[config.mk]
export PLATFORM = sky130hd
export DESIGN_NAME = exc_commit_sequencer
export DESIGN_NICKNAME = d
export VERILOG_FILES = /design/src/rtl/exc_commit_sequencer.sv
export SDC_FILE = /design/constraint.sdc
export NUM_CORES = 1
export LEC_CHECK = 0
export BUFFER_PORTS_ARGS = -buffer_cell sky130_fd_sc_hd__buf_2
export CAP_MARGIN = 20
export CORE_ASPECT_RATIO = 0.9
export CORE_MARGIN = 1.5
export CORE_UTILIZATION = 43
export CTS_CLUSTER_DIAMETER = 60
export CTS_CLUSTER_SIZE = 12
export DETAILED_ROUTE_END_ITERATION = 16
export PLACE_DENSITY = 0.77
export REMOVE_ABC_BUFFERS = 1
export SYNTH_ARGS = -nofsm -noshare
export SYNTH_HDL_FRONTEND = slang
export SYNTH_SLANG_ARGS = --single-unit
[constraint.sdc]
create_clock -name clk -period 1.9 [get_ports clk]
set_input_delay 0.19 -clock clk [delete_from_list [all_inputs] [get_ports clk]]
set_output_delay 0.19 -clock clk [all_outputs]
set_load 0.05 [all_outputs]
[src/rtl/exc_commit_sequencer.sv]
// -----------------------------------------------------------------------------
// exc_commit_sequencer
//
// Write-back stage commit sequencer for exceptions, interrupts and ERET.
//
// When a trigger is accepted in IDLE, the WB context is captured. The block
// then holds flush for FLUSH_CYCLES cycles. Next it pulses the CP0 write
// strobes for exactly one COMMIT cycle. Finally it offers a redirect PC to
// fetch and holds it until the fetch stage accepts it.
//
// Every output is registered. Each output register is loaded from the
// next-state/next-context view, so the outputs line up with the state the
// FSM is actually in.
//
// Ports
//   clk, resetn           clock, asynchronous active-low reset
//   wb_*                  WB instruction info and exception-detect results
//   hw_int, cause_sw_ip   interrupt lines (hardware[5:0], software[1:0])
//   status_in             CP0 Status (IE=bit0, EXL=bit1, IM=bits15:8)
//   epc_in                current CP0 EPC (ERET target)
//   redirect_ready        fetch accepts the redirect
//   busy, flush           pipeline hold / kill
//   cp0_we_*              one-cycle CP0 write strobes (COMMIT only)
//   cp0_*_wdata/...       CP0 write data (latched, qualified by strobes)
//   redirect_valid/_pc    redirect request to IF-stage PC mux
// -----------------------------------------------------------------------------
module exc_commit_sequencer #(
    parameter logic [31:0] EXC_VECTOR   = 32'hBFC00380,
    parameter int          FLUSH_CYCLES = 2
) (
    input  logic        clk,
    input  logic        resetn,
    input  logic        wb_valid,
    input  logic [31:0] wb_pc,
    input  logic        wb_in_ds,
    input  logic        wb_exc_valid,
    input  logic [4:0]  wb_exc_code,
    input  logic        wb_badvaddr_valid,
    input  logic [31:0] wb_badvaddr,
    input  logic        wb_eret,
    input  logic [5:0]  hw_int,
    input  logic [31:0] status_in,
    input  logic [1:0]  cause_sw_ip,
    input  logic [31:0] epc_in,
    input  logic        redirect_ready,
    output logic        busy,
    output logic        flush,
    output logic        cp0_we_epc,
    output logic        cp0_we_badvaddr,
    output logic        cp0_we_cause,
    output logic        cp0_we_status,
    output logic [31:0] cp0_epc_wdata,
    output logic [31:0] cp0_badvaddr_wdata,
    output logic [4:0]  cp0_cause_excode,
    output logic        cp0_cause_bd,
    output logic        cp0_status_exl,
    output logic        redirect_valid,
    output logic [31:0] redirect_pc
);

    typedef enum logic [1:0] {
        S_IDLE     = 2'd0,
        S_FLUSH    = 2'd1,
        S_COMMIT   = 2'd2,
        S_REDIRECT = 2'd3
    } state_t;

    // Everything captured in the trigger cycle; nothing from WB is looked
    // at again until the sequencer is back in IDLE.
    typedef struct packed {
        logic        is_eret;
        logic [4:0]  excode;
        logic        bd;
        logic [31:0] epc;
        logic [31:0] badvaddr;
        logic        badvaddr_valid;
        logic        skip_epc;
        logic        exl_wdata;
        logic [31:0] target;
    } ctx_t;

    localparam logic [2:0] FLUSH_INIT = 3'(FLUSH_CYCLES - 1);

    state_t     state, state_nxt;
    logic [2:0] cnt, cnt_nxt;
    ctx_t       ctx, ctx_nxt, ctx_new;

    // -------------------------------------------------------------------------
    // Trigger decode
    // -------------------------------------------------------------------------
    logic       st_ie, st_exl;
    logic [7:0] int_lines;
    logic       int_req, take_exc, trigger;
    logic       unused_status;

    assign st_ie         = status_in[0];
    assign st_exl        = status_in[1];
    assign int_lines     = {hw_int, cause_sw_ip};
    assign int_req       = st_ie & ~st_exl & (|(status_in[15:8] & int_lines));
    assign take_exc      = int_req | wb_exc_valid;
    assign trigger       = wb_valid & (take_exc | wb_eret);
    assign unused_status = ^{status_in[31:16], status_in[7:2]};

    // The interrupt wins over a synchronous exception on the same instruction.
    // ERET only counts when nothing traps. The BadVAddr write is only kept
    // for a real address-error exception.
    always_comb begin
        ctx_new                = '0;
        ctx_new.is_eret        = ~take_exc;
        ctx_new.excode         = int_req ? 5'h00 : wb_exc_code;
        ctx_new.bd             = wb_in_ds;
        ctx_new.epc            = wb_in_ds ? (wb_pc - 32'd4) : wb_pc;
        ctx_new.badvaddr       = wb_badvaddr;
        ctx_new.badvaddr_valid = ~int_req & wb_exc_valid & wb_badvaddr_valid;
        ctx_new.skip_epc       = st_exl;
        ctx_new.exl_wdata      = take_exc;
        ctx_new.target         = take_exc ? EXC_VECTOR : epc_in;
    end

    // -------------------------------------------------------------------------
    // State register
    // -------------------------------------------------------------------------
    always_ff @(posedge clk or negedge resetn) begin
        if (!resetn) begin
            state <= S_IDLE;
            cnt   <= '0;
            ctx   <= '0;
        end else begin
            state <= state_nxt;
            cnt   <= cnt_nxt;
            ctx   <= ctx_nxt;
        end
    end

    // -------------------------------------------------------------------------
    // Next-state logic
    // -------------------------------------------------------------------------
    always_comb begin
        state_nxt = state;
        cnt_nxt   = cnt;
        ctx_nxt   = ctx;
        unique case (state)
            S_IDLE: begin
                if (trigger) begin
                    state_nxt = S_FLUSH;
                    cnt_nxt   = FLUSH_INIT;
                    ctx_nxt   = ctx_new;
                end
            end
            S_FLUSH: begin
                if (cnt == 3'd0) state_nxt = S_COMMIT;
                else             cnt_nxt   = cnt - 3'd1;
            end
            S_COMMIT: begin
                state_nxt = S_REDIRECT;
            end
            S_REDIRECT: begin
                if (redirect_ready) state_nxt = S_IDLE;
            end
            default: state_nxt = S_IDLE;
        endcase
    end

    // -------------------------------------------------------------------------
    // Output decode (from next state, then registered below)
    // -------------------------------------------------------------------------
    logic busy_d, flush_d, commit_d, redirect_valid_d;
    logic we_epc_d, we_badvaddr_d, we_cause_d, we_status_d;

    always_comb begin
        busy_d           = (state_nxt != S_IDLE);
        flush_d          = (state_nxt == S_FLUSH);
        commit_d         = (state_nxt == S_COMMIT);
        redirect_valid_d = (state_nxt == S_REDIRECT);
        we_status_d      = commit_d;
        we_cause_d       = commit_d & ~ctx_nxt.is_eret;
        // If EXL was already set at the trigger, EPC and BD must stay intact.
        we_epc_d         = commit_d & ~ctx_nxt.is_eret & ~ctx_nxt.skip_epc;
        we_badvaddr_d    = commit_d & ~ctx_nxt.is_eret & ctx_nxt.badvaddr_valid;
    end

    always_ff @(posedge clk or negedge resetn) begin
        if (!resetn) begin
            busy               <= 1'b0;
            flush              <= 1'b0;
            cp0_we_epc         <= 1'b0;
            cp0_we_badvaddr    <= 1'b0;
            cp0_we_cause       <= 1'b0;
            cp0_we_status      <= 1'b0;
            cp0_epc_wdata      <= '0;
            cp0_badvaddr_wdata <= '0;
            cp0_cause_excode   <= '0;
            cp0_cause_bd       <= 1'b0;
            cp0_status_exl     <= 1'b0;
            redirect_valid     <= 1'b0;
            redirect_pc        <= '0;
        end else begin
            busy               <= busy_d;
            flush              <= flush_d;
            cp0_we_epc         <= we_epc_d;
            cp0_we_badvaddr    <= we_badvaddr_d;
            cp0_we_cause       <= we_cause_d;
            cp0_we_status      <= we_status_d;
            cp0_epc_wdata      <= ctx_nxt.epc;
            cp0_badvaddr_wdata <= ctx_nxt.badvaddr;
            cp0_cause_excode   <= ctx_nxt.excode;
            cp0_cause_bd       <= ctx_nxt.bd & ~ctx_nxt.skip_epc;
            cp0_status_exl     <= ctx_nxt.exl_wdata;
            redirect_valid     <= redirect_valid_d;
            redirect_pc        <= ctx_nxt.target;
        end
    end

endmodule

==> impl_metrics.yaml <==
worst_hold_path:
  worstHoldStart: "wb_badvaddr[2]"
  min_to: "cp0_badvaddr_wdata[2]$_DFFE_PN0P_"
  whs_path_depth: 2
  hp-class: "in -> reg"
synthesis:
  syn_inst: 521
  synthXorXnorAreaFrac: 0.0190
  synth_edf_count: 0
  synth-compound-area-share: 0.132
  synthAdderAreaFrac: 0.00625
  synth_top_family_by_area: "buffers and inverters"
  ys_warn_count: 0
  synth.area.mux_share: 0.0933
  synthArstFlopShare: 1.00
  syn_area_um2: 6010
  yosys.area_share.simple: 0.103
  synthFlopType: "dfrtp_1"
  seq_area_frac_synth: 0.496
  avgSynthCellArea_um2: 11.5
  synth.distinct_cells: 48
  ys_seq_elements: 119
global_route:
  grt.met3_usage: 0.0577
  grt_use_met2: 0.360
  grt_start_max_net_pins: 43
  grt_antenna_before_repair: 0
  overflow: 0
  grtUsageTotal: 0.205
  grt_pass1_wl_um: 23600
  use_met1: 0.236
  busiest_layer: "met2"
  grt_pass1_vias: 4995
critical_path:
  critPathLaunch: "state[1]$_DFF_PN0_"
  reg2reg_to: "redirect_pc[23]$_DFFE_PN0P_"
  cp-end-kind: "flop"
  timing.rr.start: "state[1]$_DFF_PN0_"
  reg2reg_depth: 5
  worst-setup-path-type: "reg -> reg"
  timing.reg2reg.setup_slack_ns: -0.04
  start_kind: "flop"
  worst_path_max_delay_cell: "or4b_4"
  cp_num_buf_inv: 2
  max_stage_delay_ns: 0.51
  cp_common_cell: "buf_6"
  crit_family: "simple AND/OR/NAND/NOR gates"
  critPathArrivalTime_ns: 2.22
  crit_fanout: 11
  critPathRequiredTime_ns: 2.19
  path_cells: "or3b_4 > buf_6 > or4b_4 > buf_6 > o22a_1"
drt:
  dr.pass1.iters: 4
  vias_per_cell: 5.21
  vias: 4781
  ant_nets: 0
  drt_wl_total_um: 15400
  drtIter0Drc: 242
  drc_errors: 0
  post_drt_wl_per_cell_um: 16.8
sta:
  slew_violations: 0
  setup-violations-final: 12
  slew-limit-headroom: 0.614
  grt_setup_unrepaired: "true"
  fmax_mhz: 516
  hold_viol: 0
  fin_crit_ns: 1.94
  tightestPinTransition_ns: 0.580
  setup_ws_ns: -0.0365
  skew_ns: 0.00951
  fin_setup_tns_ns: -0.246
  fin_crit_sh: 1.02
floorplanning:
  io_pins: 259
  fp.dieArea_um2: 14700
  initial_utilization: 0.445
  die_y_um: 115
  die-width_um: 128
  core_um2: 13500
  rows: 40
job:
  maxCapViolations: 0
clock_network:
  cts_made_buffers: 17
  cts_max_level: 4
  numClockSinks: 119
  clk_latency_ns: 0.41
  clock-root-buffer: "clkbuf_16"
  cts_tree: "yes"
  clockBufferDepth: 2
  path_clk_slew_ns: 0.06
placed_design:
  place_inst: 840
  hpwlAfterDp_um: 10900
  gp_congestion: 0.883
  portBuffers: 236
finish:
  nets: 888
  drive_above_1_share: 0.507
  syn_to_final_growth_pct: 33.9
  final-instance-count-excl-fill: 917
  antenna_cells: 0
outcome:
  violations: "setup timing"
  status: "complete, but fails checks"
power_and_ir_drop:
  ir_drop_v: 0.00118
  power_leakage_nw: 3.78
  power_density_nw_per_um2: 1870
final cells by class:
class	count	area, um^2
fillers	1097	5470
flip-flops and latches	119	2980
multi-input cells	270	2180
repair buffers	321	2040
clock buffers	19	453
well taps	168	210
clock inverters	13	153
inverters	7	26.3
per-stage QoR:
step | worst slack [ns] | utilization | total power [W] | cell area (um^2) | hold WS [ns]
after floorplan | -2.12 | - | 0.00951 | 5130 | -0.106
after global placement | -0.268 | 0.510 | 0.0114 | 6900 | 0.211
after detailed placement | -0.152 | 0.511 | 0.0116 | 6910 | 0.233
after CTS | -0.0284 | 0.587 | 0.0150 | 7930 | 0.000403
after global routing | -0.0830 | 0.595 | 0.0157 | 8040 | 0.00391
final | -0.0365 | 0.595 | 0.0150 | 8040 | 0.0186
state kept, by name, summed over array words and instances (netlist names):
name                cells
cp0_cause_bd            1
cp0_we_status           1
ctx                     4
state                   2
cnt                     3
cp0_we_cause            1
cp0_cause_excode        5
cp0_we_badvaddr         1
redirect_pc            32
cp0_badvaddr_wdata     32
cp0_status_exl          1
cp0_epc_wdata          32
redirect_valid          1
cp0_we_epc              1
flush                   1
busy                    1
power breakdown:
part | internal (W) | total (W) | switching [W]
registers | 0.00367 | 0.00426 | 0.000593
logic | 0.00218 | 0.00750 | 0.00533
clock network | 0.00212 | 0.00326 | 0.00114
total | 0.00796 | 0.0150 | 0.00706
synth_stat cells (all sizes together) (3+ instances only):
library cell,instances,area [um^2]
nor4,5,61.3
a211oi,17,128
xor2,3,26.3
nor3,6,30.0
or3,9,58.8
or4,10,75.1
a22o,27,236
inv,7,26.3
o21ai,6,30.0
nand2b,6,37.5
a21oi,4,20.0
a22oi,5,37.5
ha,3,37.5
o31ai,11,82.6
o22a,12,105
nor2,14,52.6
xnor2,10,87.6
dfrtp,119,2980
clkbuf,10,37.5
nand3b,3,22.5
a31oi,17,106
nand2,16,62.6
nand3,11,55.1
mux2,48,541
nand4,6,50.0
buf,115,841
layout by cell type (no fill, tap or decap), types with 6 or more instances in the layout:
cell	instances
a31oi_1	17
dlygate4sd3_1	39
buf_2	235
o31ai_1	11
or4_1	10
mux2_2	48
a22o_1	27
xnor2_1	10
buf_4	35
inv_1	7
o21ai_0	6
nand3_1	11
clkbuf_16	20
or3_1	7
dfrtp_1	119
o22a_1	12
clkinv_2	6
nand2b_1	6
nor3_1	6
nor2_1	13
a211oi_1	17
nand2_1	15
worst reg2reg max path: stages, from the launching register on:
cell	delay [ns]
dfrtp_1	0.39
or3b_4	0.42
buf_6	0.13
or4b_4	0.51
buf_6	0.17
o22a_1	0.19
logic make-up after synthesis:
group	count (synthesis)
buf+inv	132
flops	119
compound gates	105
simple gates	99
mux	50
xor+xnor	13
fa+ha+maj	3
worst max-delay path by stage:
stage / end / slack [ns] / cells after the start
global route: redirect_pc[29]$_DFFE_PN0P_ / -0.08 / 5
CTS: redirect_pc[29]$_DFFE_PN0P_ / -0.03 / 5
floorplan: cp0_badvaddr_wdata[0]$_DFFE_PN0P_ / -2.12 / 3
global placement: ctx[99]$_DFF_PN0_ / -0.27 / 5
detailed placement: cp0_badvaddr_wdata[27]$_DFFE_PN0P_ / -0.15 / 6
finish: redirect_pc[23]$_DFFE_PN0P_ / -0.04 / 5
routing by layer:
| layer | part of all wire | vias up |
|---|---|---|
| li1 | - | 2244 |
| met1 | 0.41 | 2312 |
| met2 | 0.50 | 191 |
| met3 | 0.063 | 34 |
| met4 | 0.023 | 0 |
| met5 | 0 | - |
repair_timing:
action                                  in CTS  in global routing
resized for setup                            6                  3
buffers inserted                             0                  4
hold buffers                                39                  0
endpoints found under the setup margin      59                 59
cloned                                       0                  3
endpoints found under the hold margin       74                  0
pin swaps                                    1                  2
No activity file was read; power rests on OpenSTA's default activity.
